==> src/rtl/tff_pkg.sv <==
// Shared types for the T flip-flop counter: the mode encoding and its width.
package tff_pkg;

  localparam int MODE_W = 2;

  typedef enum logic [MODE_W-1:0] {
    HOLD = 2'b00,
    UP   = 2'b01,
    DOWN = 2'b10,
    MASK = 2'b11
  } mode_e;

endpackage : tff_pkg

==> src/rtl/tff_cell.sv <==
// Single T flip-flop stage with synchronous reset value and parallel load.
// Priority on each rising edge: rst > ld > t.
module tff_cell (
  input  logic clk,
  input  logic rst,
  input  logic rst_val,
  input  logic ld,
  input  logic d,
  input  logic t,
  output logic q
);

  logic q_d;
  logic q_q;

  // NOTE: every path assigns q_d, starting from a default, so no latch is inferred.
  always_comb begin
    q_d = q_q;
    if (rst) begin
      q_d = rst_val;
    end else if (ld) begin
      q_d = d;
    end else if (t) begin
      q_d = ~q_q;
    end
  end

  // NOTE: sequential state uses non-blocking assignment so all flops update together.
  always_ff @(posedge clk) begin
    q_q <= q_d;
  end

  assign q = q_q;

endmodule : tff_cell

==> src/rtl/tff_counter.sv <==
// Up/down/mask counter built from WIDTH T flip-flop stages with the carry
// network in this module. Define TFF_COUNTER_SAT_EN to saturate at the limits
// instead of wrapping.
module tff_counter
  import tff_pkg::*;
#(
  parameter int               WIDTH   = 8,
  parameter logic [WIDTH-1:0] RST_VAL = '0
) (
  input  logic              clk,
  input  logic              rst,
  input  logic              en,
  input  logic [MODE_W-1:0] mode,
  input  logic [WIDTH-1:0]  t_mask,
  input  logic              load,
  input  logic [WIDTH-1:0]  load_val,
  output logic [WIDTH-1:0]  q,
  output logic              tc,
  output logic              ovf
);

  mode_e            mode_s;
  logic [WIDTH-1:0] up_t;
  logic [WIDTH-1:0] dn_t;
  logic [WIDTH-1:0] toggle;
  logic             at_max;
  logic             at_min;
  logic             ovf_d;
  logic             ovf_q;

  assign mode_s = mode_e'(mode);
  assign at_max = &q;
  assign at_min = ~|q;

  // Stage i toggles when every lower stage is 1 (up) or 0 (down).
  always_comb begin
    logic up_c;
    logic dn_c;
    up_c = 1'b1;
    dn_c = 1'b1;
    up_t = '0;
    dn_t = '0;
    for (int i = 0; i < WIDTH; i++) begin
      up_t[i] = up_c;
      dn_t[i] = dn_c;
      up_c    = up_c & q[i];
      dn_c    = dn_c & ~q[i];
    end
  end

  always_comb begin
    toggle = '0;
    ovf_d  = 1'b0;
    if (!rst && !load && en) begin
      case (mode_s)
        UP: begin
          ovf_d = at_max;
`ifdef TFF_COUNTER_SAT_EN
          toggle = at_max ? '0 : up_t;
`else
          toggle = up_t;
`endif
        end
        DOWN: begin
          ovf_d = at_min;
`ifdef TFF_COUNTER_SAT_EN
          toggle = at_min ? '0 : dn_t;
`else
          toggle = dn_t;
`endif
        end
        MASK:    toggle = t_mask;
        default: toggle = '0;
      endcase
    end
  end

  for (genvar i = 0; i < WIDTH; i++) begin : g_stage
    tff_cell u_cell (
      .clk     (clk),
      .rst     (rst),
      .rst_val (RST_VAL[i]),
      .ld      (load),
      .d       (load_val[i]),
      .t       (toggle[i]),
      .q       (q[i])
    );
  end

  always_ff @(posedge clk) begin
    ovf_q <= ovf_d;
  end

  assign ovf = ovf_q;
  assign tc  = ((mode_s == UP) && at_max) || ((mode_s == DOWN) && at_min);

endmodule : tff_counter

==> config.mk <==
export PLATFORM = sky130hd
export DESIGN_NAME = tff_counter
export DESIGN_NICKNAME = d
export VERILOG_FILES = /design/src/rtl/tff_pkg.sv /design/src/rtl/tff_cell.sv /design/src/rtl/tff_counter.sv
export SDC_FILE = /design/constraint.sdc
export NUM_CORES = 1
export LEC_CHECK = 0
export ABC_CLOCK_PERIOD_IN_PS = 4900
export BUFFER_PORTS_ARGS = -buffer_cell sky130_fd_sc_hd__buf_2
export CAP_MARGIN = 20
export CORE_MARGIN = 3
export CORE_UTILIZATION = 51
export DETAILED_ROUTE_END_ITERATION = 6
export GPL_TIMING_DRIVEN = 0
export PLACE_DENSITY = 0.83
export RECOVER_POWER = 50
export SYNTH_ARGS = -nofsm -noshare
export SYNTH_HDL_FRONTEND = slang
export SYNTH_SLANG_ARGS = --single-unit
==> constraint.sdc <==
create_clock -name clk -period 4.9 [get_ports clk]
set_clock_uncertainty 0.05 [all_clocks]
set_input_delay 0.49 -clock clk [delete_from_list [all_inputs] [get_ports clk]]
set_output_delay 0.49 -clock clk [all_outputs]
set_load 0.02 [all_outputs]
==> results.yml <==
pwr:
  leakage_nw: 0.420
  p_sw_mw: 0.0712
  pwr-share-seq: 0.415
  pwr-share-clk: 0.280
  p_per_area_nw_per_um2: 215
  sw_frac_of_total: 0.333
  intPower_mw: 0.143
  ir_drop_uv: 125
  p_comb_frac: 0.305
min_path:
  worstHoldPathCells: 3
  hp-class: "in -> reg"
synthesis:
  ys.flop_type: "dfxtp_1"
  synth_cell_types: 37
  syn-num-nets: 123
  ys_seq_area_frac: 0.223
  avgSynthCellArea_um2: 8.32
  syn-cell-area_um2: 807
  synth-seq-cells: 9
  synth.yosys.warnings: 0
  synth-edff-count: 0
  async_flop_share: 0
  syn-instance-count: 97
floorplan:
  core_um2: 1400
  die_w_um: 45.8
  io_pins: 32
  start_util: 0.577
  fp-row-count: 13
  die_y_um: 45.8
  die_area_um2: 2100
drt:
  via_per_inst: 5.89
  met3_length_um: 156
  drc: 0
  antenna_left: 0
  drt_pass1_iterations: 4
  routed.top_layer: "met4"
  wl_met2_um: 933
  initialDrtViolationCount: 34
  drt_wl_total_um: 2020
  routedWlPerCell_um: 13.8
  m1WireLength_um: 878
  num_vias: 860
placed_design:
  dpl-instance-area_um2: 976
  dp_cells: 142
  routabilityCongestion: 0.800
  dp_slack_ns: 2.13
  numPortBuffers: 30
  dp_hpwl_um: 1580
clock_network:
  postCtsSetupRepairBufs: 0
  cts_resized: 0
  cts_buffer_depth: 2
  cts-buffers-inserted: 3
  cts.sinks: 9
  root_buffer: "clkbuf_4"
  htree_levels: 1
  postCtsHoldBufs: 0
  cts_tree: "done"
  clkLatencyLatePin_ns: 0.27
  cts.clk_slew.worst_paths_ns: 0.07
sta:
  whs_ns: 0.405
  worst_pin_slew_ns: 0.477
  post-route-min-period_ns: 2.79
  slew_violations: 0
  finalCritPeriodShare: 0.569
  fmax_mhz: 359
  grt_setup_unrepaired: "no"
  slew_headroom: 0.682
  finalHoldViolations: 0
  worst_slack_ns: 2.11
  finalSetupViolCount: 0
  tns_ns: 0
setup_path:
  critical_path_class: "in -> out"
  start_kind: "primary input"
  cp_max_fo: 5
  crit_arrival_ns: 2.25
  cp-end-kind: "primary output"
  cp.required_ns: 4.36
  worstRegToRegCells: 5
layout:
  fin_cells: 146
  layout-area-overhead-vs-synth_pct: 23.1
  post-route-cell-area_um2: 993
  drive_above_1_share: 0.344
  multi_input_comb_area_um2: 514
  antenna-diode-count: 0
  fin_nets: 158
  nFillCells: 123
  seqCellArea_um2: 180
global_route:
  grt_antenna_before_repair: 0
  grt_max_degree: 11
  grt_usage: 0.218
  grt_pass1_vias: 775
  grt_overflow: 0
  grt_pass1_wl_um: 3370
run:
  drv_cap: 0
outcome:
  status: "completed"
per-layer routing:
metal / up-vias / global-route usage
li1: 422 / -
met1: 390 / 0.274
met2: 42 / 0.343
met3: 6 / 0.0356
met4: 0 / 0.136
met5: - / 0
area by class of cell:
| cell class | count | share of cell area |
|---|---|---|
| Timing Repair Buffer | 30 | 0.142 |
| Tap cell | 15 | 0.0189 |
| Multi-Input combinational cell | 71 | 0.518 |
| Clock buffer | 4 | 0.0264 |
| Buffer | 13 | 0.0982 |
| Sequential cell | 9 | 0.181 |
| Inverter | 4 | 0.0151 |
sequential cells by signal (all words and copies together) (netlist names):
register,flops
ovf,1
g_stage.u_cell.q,8
worst paths after layout:
kind,startpoint,to,slack [ns]
setup / recovery,mode[0],tc,2.11
hold / removal,load_val[7],g_stage[7].u_cell.q,0.41
setup reg to reg,g_stage[0].u_cell.q,ovf,3.02
hold reg to reg,g_stage[2].u_cell.q,g_stage[2].u_cell.q,0.60
Yosys cell counts, types with 2 or more instances:
| cell | count | area (µm²) |
|---|---|---|
| a311o_1 | 2 | 20.0 |
| dfxtp_1 | 9 | 180 |
| inv_1 | 3 | 11.3 |
| a22oi_1 | 3 | 22.5 |
| nand2_1 | 10 | 37.5 |
| ha_1 | 4 | 50.1 |
| buf_4 | 9 | 67.6 |
| clkbuf_1 | 2 | 7.51 |
| nor3b_1 | 3 | 22.5 |
| xnor2_1 | 4 | 35.0 |
| mux2i_1 | 2 | 20.0 |
| a211oi_1 | 4 | 30.0 |
| a21oi_1 | 3 | 15.0 |
| nor2_1 | 6 | 22.5 |
| and4_1 | 2 | 17.5 |
| buf_6 | 2 | 22.5 |
| nand4_1 | 4 | 25.0 |
| nand3_1 | 6 | 30.0 |
worst max-delay path, stage by stage:
cell	delay, ns
buf_2	0.12
inv_1	0.08
ha_1	0.23
or4b_4	0.50
or3_4	0.41
o31ai_4	0.21
buf_2	0.20
layout by cell type (no fill, tap or decap), types with 2 or more instances in the layout:
cell,instances
mux2i_1,2
nand4_1,4
buf_2,23
ha_1,4
nand3_1,6
dfxtp_1,9
a311o_1,2
buf_6,2
clkbuf_4,5
inv_1,3
nor2_1,6
nand2_1,10
a22oi_1,3
buf_4,7
and4_1,2
nor3b_1,3
xnor2_1,4
clkbuf_1,10
a21oi_1,3
a211oi_1,4
power by group through the flow:
stage / Clock [mW] / Sequential, mW / Combinational [mW]
floorplan: 0 / 0.0878 / 0.0468
global placement: 0 / 0.0895 / 0.0644
detailed placement: 0 / 0.0902 / 0.0663
CTS: 0.0594 / 0.0885 / 0.0666
global route: 0.0643 / 0.0899 / 0.0723
finish: 0.0599 / 0.0888 / 0.0652
kinds of logic (layout without fill, tap and decap cells):
family                     after synthesis  count (layout)  synth area share
and+or+nand+nor                         40              40             0.287
AOI/OAI and AO/OA                       21              21             0.220
buffers and inverters                   17              51             0.140
DFF                                      9               9             0.223
adders and majority gates                4               4            0.0620
xor gates and xnor gates                 4               4            0.0434
muxes                                    2               2            0.0248
per-stage QoR:
stage / power, mW / util
after floorplan: 0.135 / -
after global placement: 0.154 / 0.698
after detailed placement: 0.157 / 0.698
after CTS: 0.214 / 0.716
after global routing: 0.226 / 0.710
final: 0.214 / 0.710
Note: power is estimated with default switching activity, not from simulation.
